`config.mk`:
```
export PLATFORM = sky130hd
export DESIGN_NAME = block_combine_stage
export DESIGN_NICKNAME = d
export VERILOG_FILES = /design/src/rtl/block_combine_stage.sv
export SDC_FILE = /design/constraint.sdc
export NUM_CORES = 1
export LEC_CHECK = 0
export CAP_MARGIN = 40
export CORE_AREA = 2 2 39 41
export DETAILED_ROUTE_END_ITERATION = 16
export DIE_AREA = 0 0 41 43
export SLEW_MARGIN = 10
export SYNTH_ARGS = -nofsm -noshare
export SYNTH_HDL_FRONTEND = slang
export SYNTH_SLANG_ARGS = --single-unit
```
`constraint.sdc`:
```
create_clock -name clk -period 2.4 [get_ports clk]
set_clock_uncertainty 0.15 [all_clocks]
set_input_delay 0.36 -clock clk [delete_from_list [all_inputs] [get_ports clk]]
set_output_delay 0.36 -clock clk [all_outputs]
set_load 0.1 [all_outputs]
```
`src/rtl/block_combine_stage.sv`:
```
// rtl/block_combine_stage.sv - clocked four-phase C-element handshake latch with bundled-data capture
// Optional BLOCK_COMBINE_SYNC_EN adds two-flop synchronizers on req_in and ack_in.
module block_combine_stage #(
  parameter int data_width = 3
) (
  input  logic                  clk,
  input  logic                  rst,
  input  logic                  req_in,
  input  logic                  ack_in,
  input  logic [data_width-1:0] data_in,
  output logic                  req_out,
  output logic                  ack_out,
  output logic [data_width-1:0] data_out
);

  logic c;
  logic req_eff;
  logic ack_eff;
  logic set_c;
  logic clr_c;

`ifdef BLOCK_COMBINE_SYNC_EN
  logic [1:0] req_sync;
  logic [1:0] ack_sync;

  always_ff @(posedge clk) begin
    if (rst) begin
      req_sync <= 2'b00;
      ack_sync <= 2'b00;
    end else begin
      req_sync <= {req_sync[0], req_in};
      ack_sync <= {ack_sync[0], ack_in};
    end
  end

  assign req_eff = req_sync[1];
  assign ack_eff = ack_sync[1];
`else
  assign req_eff = req_in;
  assign ack_eff = ack_in;
`endif

  // Mixed or matching levels (1/1, 0/0) fall through to hold, absorbing protocol slips.
  assign set_c = req_eff & ~ack_eff;
  assign clr_c = ~req_eff & ack_eff;

  always_ff @(posedge clk) begin
    if (rst) begin
      c        <= 1'b0;
      data_out <= '0;
    end else begin
      if (set_c) begin
        c <= 1'b1;
      end else if (clr_c) begin
        c <= 1'b0;
      end
      if (set_c && !c) begin
        data_out <= data_in;
      end
    end
  end

  assign req_out = c;
  assign ack_out = c;

endmodule

```
=== After elaboration in Yosys (flattened, before gate mapping) ===
Cells that the tools add are included.
Widths: inputs -> output; s select.

* Bits in registers: 4
* Input bits: 7
* Logic and storage cells: 11

* Multiplexer cells: 2
* Bitwise logic cells: 4
* Reduce and logical (&&, ||, !) cells: 3

{| class="wikitable"
|+ Operators by type and width
! cell !! number
|-
| $and 1x1->1 || 2
|-
| $mux 1 || 2
|-
| $not 1->1 || 2
|-
| $reduce_bool 2->1 || 1
|-
| $logic_and 1x1->1 || 1
|-
| $logic_not 1->1 || 1
|}

=== Longest topological paths before layout ===
Gate-level depths: netlist of run 1.

* Depth in word-level cells: 4
* Depth in mapped cells: 4
* Mapped depth without buffers: 4

=== Least setup slack after synthesis of run 1 ===
No wires, ideal clock.

* Path kind: register -> output
* From: reg c (netlist: ack_out)
* To: out req_out
* Arrival: 1.472 ns
* Required time: 1.890 ns
* Setup slack: 0.418 ns
* Stages on the path, launching flop included: 2
* Path buffers: 1
* Path through: dfxtp_1 > buf_4

{| class="wikitable"
|+ RTL lines
! element !! RTL line !! source
|-
| start: declaration || 16 || <nowiki>logic c;</nowiki>
|-
| start signal: assignment || 49 || <nowiki>c <= 1'b0;</nowiki>
|-
| start signal: assignment || 53 || <nowiki>c <= 1'b1;</nowiki>
|-
| start signal: assignment || 55 || <nowiki>c <= 1'b0;</nowiki>
|-
| end: declaration || 11 || <nowiki>output logic req_out,</nowiki>
|}

No word-level cell between the ends.

=== Worst setup path in the final report of run 1 ===
* From: reg c (netlist: ack_out)
* To: out ack_out

{| class="wikitable"
|+ RTL lines
! element !! RTL line !! source
|-
| end: declaration || 12 || <nowiki>output logic ack_out,</nowiki>
|}

No word-level cell between the ends.

==> load_flow_metrics.sql, run 1 <==
INSERT INTO impl_metrics (metric_group, metric, value, unit) VALUES
('status', 'status', 'finished, final reports clean', ''),
('synth', 'synth_nets', '27', ''),
('sta', 'max-slew-margin-rel', '81.5', '%'),
('synth', 'sequential_fraction_of_the_synthesis_area', '40.3', '%'),
('worst_setup_path', 'critPathArrivalTime', '1.02', 'ns'),
('power_and_ir_drop', 'power.total', '0.213', 'mW'),
('worst_setup_path', 'cp-start-kind', 'flop', ''),
('clocking', 'worstSkewPairLatency', '0.23', 'ns'),
('clocking', 'tritoncts_num_sinks', '4', ''),
('sta', 'timing.final.crit_period', '1.53', 'ns'),
('sta', 'worst_slew_pin_slew', '0.281', 'ns'),
('worst_hold_path', 'worstHoldPathType', 'reg -> reg', ''),
('layout', 'num_antenna_cells', '0', ''),
('die', 'core_footprint', '1380', 'µm²'),
('placement', 'place_area', '309', 'µm²'),
('sta', 'unrepaired_setup_endpoints_after_global_routing', 'no', ''),
('synth', 'ys_ff_latch', '4', ''),
('flow_run', 'cap_viol_max_count', '0', ''),
('power_and_ir_drop', 'power.ir.vdd_worst', '161', 'µV'),
('worst_setup_path', 'setup_crit_end_kind', 'primary output', ''),
('drt', 'route.antenna.remaining_nets', '0', ''),
('sta', 'layout_worst_path_cycle_share', '63.6', '%'),
('worst_setup_path', 'timing.critical_path.cells', 'buf_4', ''),
('clocking', 'cts_made_buffers', '3', ''),
('sta', 'setup_slack', '0.873', 'ns'),
('global_route', 'grt_pass1_wl', '614', 'µm'),
('layout', 'fin_nets', '42', ''),
('worst_setup_path', 'crit_buf_inv', '1', ''),
('global_route', 'first_global_vias', '156', ''),
('global_route', 'antenna_violations_before_repair', '0', ''),
('synth', 'synth.yosys.warnings', '0', ''),
('die', 'die_width', '41', 'µm'),
('die', 'rows', '14', ''),
('drt', 'drt-vias-per-instance', '3.73', ''),
('die', 'chipHeight', '43', 'µm'),
('clocking', 'post_cts_resized', '0', ''),
('die', 'io_pins', '12', ''),
('drt', 'vias', '179', ''),
('placement', 'numPortBuffers', '11', ''),
('sta', 'hold_viol_final', '0', ''),
('sta', 'setup_tns', '0', 'ns'),
('sta', 'holdWs', '0.315', 'ns'),
('layout', 'most_used_cells_in_the_layout_excluding_fill_and_tap_cells', 'clkdlybuf4s50_1, buf_4, dfxtp_1', ''),
('clocking', 'post_cts.repair.setup_buffers', '0', ''),
('synth', 'yosys.cell_types.count', '10', ''),
('drt', 'detailedRoute.firstPassIterationCount', '2', ''),
('die', 'design.die.area', '1760', 'µm²'),
('drt', 'first_iter_violations', '3', ''),
('worst_setup_path', 'path_class', 'reg -> out', ''),
('global_route', 'grt_max_degree', '8', ''),
('drt', 'drt_wl_total', '406', 'µm'),
('sta', 'slew_viol_final', '0', ''),
('synth', 'mappedNetlistArea', '199', 'µm²'),
('worst_setup_path', 'highest_delay_cell_along_the_critical_path', 'dfxtp_1', ''),
('worst_setup_path', 'worstPathRequired', '1.89', 'ns'),
('synth', 'post_syn_area_per_cell', '10.5', 'µm²'),
('placement', 'dp.final_hpwl', '311', 'µm'),
('layout', 'drive_above_1_share', '28.1', '%'),
('clocking', 'post_cts_hold_buffer_count', '0', ''),
('placement', 'finalWeightedCongestion', '0.586', ''),
('layout', 'most_common_cell_after_layout_fill_and_taps_aside', 'clkdlybuf4s50_1', ''),
('clocking', 'max-clock-path-buffers', '2', ''),
('drt', 'remaining_drc_errors', '0', ''),
('clocking', 'path_clk_slew', '0.04', 'ns'),
('sta', 'timing.fmax', '655', 'MHz'),
('worst_setup_path', 'worst_path_dominant_cell_family', 'flip-flops', ''),
('worst_setup_path', 'crit_path_max_incr_delay', '0.45', 'ns'),
('sta', 'finalSetupViolations', '0', ''),
('drt', 'wl_per_cell', '8.46', 'µm'),
('die', 'start_util', '14.4', '%'),
('global_route', 'total_routing_usage_reported_by_global_routing', '6.12', '%'),
('clocking', 'cts_tree', 'yes', ''),
('clocking', 'cts.root.buffer_cell', 'clkbuf_4', ''),
('worst_setup_path', 'worstPathMaxFanout', '7', ''),
('power_and_ir_drop', 'power-per-cell-area', '641', 'nW/µm²'),
('placement', 'dpl_worst_slack', '0.766', 'ns'),
('clocking', 'cts_htree_levels', '1', ''),
('synth', 'post_synth_inst_count', '19', ''),
('layout', 'finalInstanceArea', '332', 'µm²'),
('global_route', 'gr-total-overflow', '0', ''),
('power_and_ir_drop', 'static-leakage-power', '0.137', 'nW'),
('layout', 'area_growth', '66.7', '%');
[tightest hold or removal path, delay by kind of cell, from the launching register on]
kind	cells	cell delay [ns]
AOI/OAI and AO/OA	1	0.05
DFF	1	0.30
and+or+nand+nor	1	0.06
[per-layer routing]
layer	vias to the layer above	routed length [µm]	GRT usage (%)
li1	93	-	-
met1	81	167	5.79
met2	5	204	6.88
met3	0	34	4.71
met4	0	0	8.00
met5	-	0	0
[report_power, final]
part | switching [mW] | leakage, nW | internal (mW)
logic | 0.0388 | 0.0909 | 0.0211
clock network | 0.0239 | 0.0138 | 0.0557
registers | 0.00284 | 0.0327 | 0.0703
[cells in the mapped netlist]
cell type	n	share of area [%]
dfxtp_1	4	40
nand2b_1	3	9.4
nand4bb_1	3	17
o21ai_1	3	7.5
buf_4	1	3.8
ha_1	1	6.3
inv_1	1	1.9
mux2i_1	1	5.0
nor2_1	1	1.9
nor2b_4	1	6.9
[path summary, 6_finish.rpt]
check / to / slack [ns] / depth (start not counted) / from
worst max-delay path: ack_out / 0.87 / 1 / ack_out
worst min-delay path: data_out[1] / 0.32 / 2 / data_out[1]
worst max register to register: data_out[2] / 1.46 / 2 / ack_out
worst min register to register: data_out[1] / 0.32 / 2 / data_out[1]
[sequential cells by signal, summed over array words and instances (netlist names)]
name	flops
data_out	3
ack_out	1
[logic make-up after synthesis]
logic type / synth area share (%)
adder cells (fa/ha/maj): 6.29
multiplexers: 5.03
flip-flops: 40.3
AO/OA/AOI/OAI: 7.54
AND/OR/NAND/NOR: 35.2
buffers and inverters: 5.66
[layout make-up]
class	count	area (µm²)
flip-flops and latches	4	80.1
well taps	16	20.0
clock buffers	3	22.5
fillers	153	1050
multi-input cells	13	108
repair buffers	11	97.6
inverters	1	3.75
[per-stage QoR]
step	util [%]	cells
2_1_floorplan	-	19
3_3_place_gp	22.3	45
3_5_place_dp	22.3	45
4_1_cts	24.0	48
5_1_grt	24.0	48
6_report	24.0	48
Note: power is estimated with default switching activity, not from simulation.
==> run 2, diff against run 1 <==
Clock period 2.4 ns to 1.35 ns, I/O delays scaled along.
==> run 2 against run 1 <==
  * Global-route usage up 0.40 points
  * Register-to-register slack got worse by 1.0 ns
  * Cell count up 2.1%
  * Die area stayed put
  * Worst setup slack got worse by 0.74 ns
  * Largest power group unchanged
  * Worst hold slack better by 0.020 ns
  * Critical path type is now in -> reg
  * Routed wire length is 3.7% higher
  * First-iteration DRC count shrank 67%
==> load_flow_metrics.sql, run 2 (same netlist as run 1, synthesis figures left out) <==
INSERT INTO impl_metrics (metric_group, metric, value, unit) VALUES
('status', 'status', 'finished, final reports clean', ''),
('layout', 'fin_nets', '42', ''),
('layout', 'most_used_cells_in_the_layout_excluding_fill_and_tap_cells', 'clkdlybuf4s50_1, buf_12', ''),
('die', 'die_width', '41', 'µm'),
('die', 'design.die.area', '1760', 'µm²'),
('worst_setup_path', 'worstReg2RegStart', 'ack_out', ''),
('layout', 'num_antenna_cells', '0', ''),
('sta', 'finalSetupViolations', '0', ''),
('layout', 'area_growth', '104', '%'),
('clocking', 'cts_made_buffers', '3', ''),
('power_and_ir_drop', 'power.ir.vdd_worst', '347', 'µV'),
('worst_hold_path', 'worstHoldPathType', 'reg -> reg', ''),
('clocking', 'cts.root.buffer_cell', 'clkbuf_4', ''),
('worst_setup_path', 'critPathArrivalTime', '1.20', 'ns'),
('clocking', 'path_clk_slew', '0.04', 'ns'),
('die', 'io_pins', '12', ''),
('worst_setup_path', 'critical_path.startpoint', 'ack_in', ''),
('clocking', 'cts_tree', 'yes', ''),
('die', 'start_util', '14.4', '%'),
('worst_hold_path', 'worstHoldStart', 'data_out[2]', ''),
('die', 'rows', '14', ''),
('worst_setup_path', 'setup_crit_end_kind', 'flop', ''),
('sta', 'max-slew-margin-rel', '88.0', '%'),
('drt', 'first_iter_violations', '1', ''),
('sta', 'setup_tns', '0', 'ns'),
('drt', 'drt-vias-per-instance', '3.59', ''),
('sta', 'holdWs', '0.336', 'ns'),
('sta', 'timing.final.crit_period', '1.22', 'ns'),
('layout', 'most_common_cell_after_layout_fill_and_taps_aside', 'clkdlybuf4s50_1', ''),
('drt', 'remaining_drc_errors', '0', ''),
('clocking', 'tritoncts_num_sinks', '4', ''),
('placement', 'finalWeightedCongestion', '0.588', ''),
('drt', 'route.antenna.remaining_nets', '0', ''),
('worst_setup_path', 'path_class', 'in -> reg', ''),
('worst_setup_path', 'worstPathRequired', '1.33', 'ns'),
('worst_setup_path', 'cp-start-kind', 'input port', ''),
('layout', 'postLayoutCoreUtil', '29.3', '%'),
('placement', 'dp.final_hpwl', '370', 'µm'),
('worst_setup_path', 'worstPathMaxFanout', '1', ''),
('placement', 'place_inst', '45', ''),
('global_route', 'total_routing_usage_reported_by_global_routing', '6.53', '%'),
('die', 'chipHeight', '43', 'µm'),
('layout', 'largest_register_ff_count', '3', ''),
('global_route', 'antenna_violations_before_repair', '0', ''),
('power_and_ir_drop', 'static-leakage-power', '0.156', 'nW'),
('clocking', 'post_cts_hold_buffer_count', '0', ''),
('drt', 'detailedRoute.firstPassIterationCount', '2', ''),
('placement', 'numPortBuffers', '11', ''),
('sta', 'hold_viol_final', '0', ''),
('sta', 'worst_slew_pin_slew', '0.179', 'ns'),
('flow_run', 'cap_viol_max_count', '0', ''),
('worst_setup_path', 'crit_path_max_incr_delay', '0.45', 'ns'),
('global_route', 'gr-total-overflow', '0', ''),
('global_route', 'first_global_vias', '171', ''),
('clocking', 'worstSkewPairLatency', '0.24', 'ns'),
('sta', 'unrepaired_setup_endpoints_after_global_routing', 'no', ''),
('drt', 'wl_per_cell', '8.59', 'µm'),
('sta', 'timing.fmax', '819', 'MHz'),
('die', 'core_footprint', '1380', 'µm²'),
('worst_setup_path', 'highest_delay_cell_along_the_critical_path', 'clkdlybuf4s50_1', ''),
('worst_setup_path', 'timing.critical_path.cells', 'clkdlybuf4s50_1 > inv_1 > ha_1 > mux2i_1 > nor2_1', ''),
('clocking', 'max-clock-path-buffers', '2', ''),
('sta', 'layout_worst_path_cycle_share', '90.4', '%'),
('drt', 'drt_wl_total', '421', 'µm'),
('global_route', 'grt_pass1_wl', '662', 'µm'),
('clocking', 'post_cts_resized', '0', ''),
('power_and_ir_drop', 'power-per-cell-area', '1040', 'nW/µm²'),
('layout', 'stdcell_count', '49', ''),
('layout', 'top_register', 'data_out', ''),
('sta', 'slew_viol_final', '0', ''),
('global_route', 'grt_max_degree', '8', ''),
('power_and_ir_drop', 'power.total', '0.420', 'mW'),
('layout', 'drive_above_1_share', '39.4', '%'),
('clocking', 'cts_htree_levels', '1', ''),
('drt', 'vias', '176', ''),
('clocking', 'post_cts.repair.setup_buffers', '0', '');
==> run 2: cell types whose count changed in the layout (fill, tap and decap cells not counted), sizes merged <==
cell / before / now
clkbuf: 3 / 4
==> run 2: metal layers <==
layer	vias to the layer above	GRT usage, %	wire [µm]
met5	-	0	0
met4	0	6.00	0
met3	0	6.28	49
met2	7	7.50	214
met1	73	6.43	157
li1	96	-	-
==> run 2: area by class of cell <==
cell class	instances	area, µm²
flip-flops and latches	4	87.6
repair buffers	11	160
well taps	16	20.0
multi-input cells	13	108
fillers	148	978
inverters	1	3.75
clock buffers	4	26.3
==> run 2: worst max-delay path, delay by kind of cell <==
family / cells / cell delay (ns)
fa+ha+maj: 1 / 0.27
buf+inv: 2 / 0.49
mux: 1 / 0.18
simple gates: 1 / 0.05
==> run 2: final timing paths <==
| kind | endpoint | slack, ns | depth (start not counted) |
|---|---|---|---|
| max reg2reg | data_out[2] | 0.46 | 2 |
| min reg2reg | data_out[2] | 0.34 | 2 |
| max | ack_out | 0.13 | 5 |
| min | data_out[2] | 0.34 | 2 |
==> run 2: where the power goes <==
group          internal (mW)  total, mW  switching (mW)
clock                  0.111      0.161          0.0498
sequential             0.125      0.134         0.00888
combinational         0.0562      0.126          0.0694
total                  0.292      0.420           0.128
==> run 2: stage by stage <==
| step | worst slack (ns) | cell area, µm² |
|---|---|---|
| 4_1_cts | 0.123 | 405 |
| 6_report | 0.130 | 405 |
| 3_3_place_gp | -0.116 | 379 |
| 5_1_grt | 0.0831 | 405 |
| 2_1_floorplan | 0.0977 | 206 |
| 3_5_place_dp | -0.138 | 379 |
==> run 3, diff against run 2 <==
Settings changed: CTS_BUF_LIST set to sky130_fd_sc_hd__clkbuf_16, SKIP_LAST_GASP set to 1.
==> run 3 against run 2 <==
  * Worst setup slack lost 0.010 ns
  * Flip-flop and latch count unchanged
  * Global-route usage rose by 1.3 points
  * Sequential share of layout area fell by 2.5 points
  * Cell count did not move
==> load_flow_metrics.sql, run 3 (same netlist as run 1, synthesis figures left out) <==
INSERT INTO impl_metrics (metric_group, metric, value, unit) VALUES
('layout', 'fin_nets', '42', ''),
('clocking', 'cts.root.buffer_cell', 'clkbuf_16', ''),
('power_and_ir_drop', 'cellInternalPower', '0.565', 'mW'),
('layout', 'most_common_cell_after_layout_fill_and_taps_aside', 'clkdlybuf4s50_1', ''),
('power_and_ir_drop', 'seqPwrFrac', '18.3', '%'),
('power_and_ir_drop', 'static-leakage-power', '0.183', 'nW'),
('global_route', 'grt_pass1_wl', '710', 'µm'),
('layout', 'most_used_cells_in_the_layout_excluding_fill_and_tap_cells', 'clkdlybuf4s50_1, buf_12', ''),
('global_route', 'gr-total-overflow', '0', ''),
('sta', 'hold_viol_final', '0', ''),
('clocking', 'tritoncts_num_sinks', '4', ''),
('drt', 'remaining_drc_errors', '0', ''),
('clocking', 'post_cts_hold_buffer_count', '0', ''),
('layout', 'area_growth', '130', '%'),
('sta', 'timing.final.crit_period', '1.23', 'ns'),
('placement', 'dp.final_hpwl', '370', 'µm'),
('drt', 'vias', '185', ''),
('die', 'design.die.area', '1760', 'µm²'),
('sta', 'layout_worst_path_cycle_share', '91.1', '%'),
('worst_setup_path', 'worstPathMaxFanout', '1', ''),
('drt', 'drt_wl_total', '472', 'µm'),
('worst_setup_path', 'setup_crit_end_kind', 'flop', ''),
('status', 'status', 'finished, final reports clean', ''),
('sta', 'unrepaired_setup_endpoints_after_global_routing', 'no', ''),
('worst_setup_path', 'worstPathRequired', '1.32', 'ns'),
('clocking', 'cts_made_buffers', '3', ''),
('sta', 'max-slew-margin-rel', '88.1', '%'),
('worst_setup_path', 'path_class', 'in -> reg', ''),
('power_and_ir_drop', 'switchingPower', '0.171', 'mW'),
('power_and_ir_drop', 'power.ir.vdd_worst', '697', 'µV'),
('layout', 'postLayoutCoreUtil', '33.1', '%'),
('drt', 'first_iter_violations', '1', ''),
('die', 'rows', '14', ''),
('layout', 'largest_register_ff_count', '3', ''),
('placement', 'finalWeightedCongestion', '0.588', ''),
('placement', 'numPortBuffers', '11', ''),
('layout', 'top_register', 'data_out', ''),
('sta', 'timing.fmax', '813', 'MHz'),
('worst_setup_path', 'critPathArrivalTime', '1.20', 'ns'),
('clocking', 'path_clk_slew', '0.03', 'ns'),
('global_route', 'first_global_vias', '178', ''),
('global_route', 'grt_max_degree', '8', ''),
('power_and_ir_drop', 'power-per-cell-area', '1610', 'nW/µm²'),
('drt', 'wl_per_cell', '9.63', 'µm'),
('clocking', 'max-clock-path-buffers', '2', ''),
('clocking', 'post_cts_resized', '0', ''),
('die', 'start_util', '14.4', '%'),
('worst_setup_path', 'cp-start-kind', 'input port', ''),
('clocking', 'worstSkewPairLatency', '0.23', 'ns'),
('sta', 'slew_viol_final', '0', ''),
('die', 'io_pins', '12', ''),
('drt', 'route.antenna.remaining_nets', '0', ''),
('worst_hold_path', 'worstHoldPathType', 'reg -> reg', ''),
('power_and_ir_drop', 'combPwrFrac', '17.1', '%'),
('layout', 'num_antenna_cells', '0', ''),
('sta', 'worst_slew_pin_slew', '0.177', 'ns'),
('die', 'die_width', '41', 'µm'),
('clocking', 'cts_htree_levels', '1', ''),
('drt', 'drt-vias-per-instance', '3.78', ''),
('global_route', 'total_routing_usage_reported_by_global_routing', '7.83', '%'),
('power_and_ir_drop', 'power.total', '0.736', 'mW'),
('sta', 'finalSetupViolations', '0', ''),
('clocking', 'post_cts.repair.setup_buffers', '0', ''),
('power_and_ir_drop', 'part_of_the_total_power_dissipated_in_the_clock_network', '64.7', '%'),
('power_and_ir_drop', 'power_switching_share', '23.2', '%'),
('clocking', 'cts_tree', 'yes', ''),
('flow_run', 'cap_viol_max_count', '0', ''),
('die', 'chipHeight', '43', 'µm'),
('layout', 'drive_above_1_share', '39.4', '%'),
('drt', 'detailedRoute.firstPassIterationCount', '2', ''),
('global_route', 'antenna_violations_before_repair', '0', ''),
('die', 'core_footprint', '1380', 'µm²');
[run 3: power by group through the flow]
stage / Sequential, mW / Combinational, mW / Clock, mW
after floorplan: 0.175 / 0.0325 / 0
after global placement: 0.136 / 0.126 / 0
after detailed placement: 0.136 / 0.127 / 0
after CTS: 0.135 / 0.127 / 0.482
after global routing: 0.135 / 0.130 / 0.489
final: 0.134 / 0.126 / 0.476
[run 3: worst max-delay path, cell delays in order]
cell,delay (ns)
clkdlybuf4s50_1,0.45
inv_1,0.04
ha_1,0.27
mux2i_1,0.18
nor2_1,0.05
[run 3: cell type report]
type,count,area [µm²]
clock inverter,1,3.75
tap,16,20.0
fill,145,926
clock buffer,3,75.1
inverter,1,3.75
timing repair buffer,11,160
multi-input combinational,13,108
sequential,4,87.6
[run 3: per-layer routing]
layer | routed length (µm) | track usage [%] | up-vias
met5 | 0 | 0 | -
met4 | 29 | 12.0 | 0
met3 | 55 | 7.85 | 5
met2 | 215 | 7.81 | 8
met1 | 172 | 6.43 | 77
li1 | - | - | 95
[run 3: path summary, 6_finish.rpt]
kind	startpoint	end	slack (ns)	cells after the start
worst max-delay path	ack_in	ack_out	0.12	5
worst min-delay path	data_out[2]	data_out[2]	0.33	2
worst max register to register	ack_out	data_out[2]	0.47	2
worst min register to register	data_out[2]	data_out[2]	0.33	2
[run 3: through the flow]
step	instance area [µm²]	hold slack [ns]	TNS, ns	setup WS [ns]	cells
5_1_grt	458	0.352	0	0.0619	49
4_1_cts	458	0.337	0	0.106	49
2_1_floorplan	206	0.115	0	0.0977	19
3_5_place_dp	379	0.333	-0.445	-0.138	45
6_report	458	0.335	0	0.120	49
3_3_place_gp	379	0.328	-0.394	-0.116	45
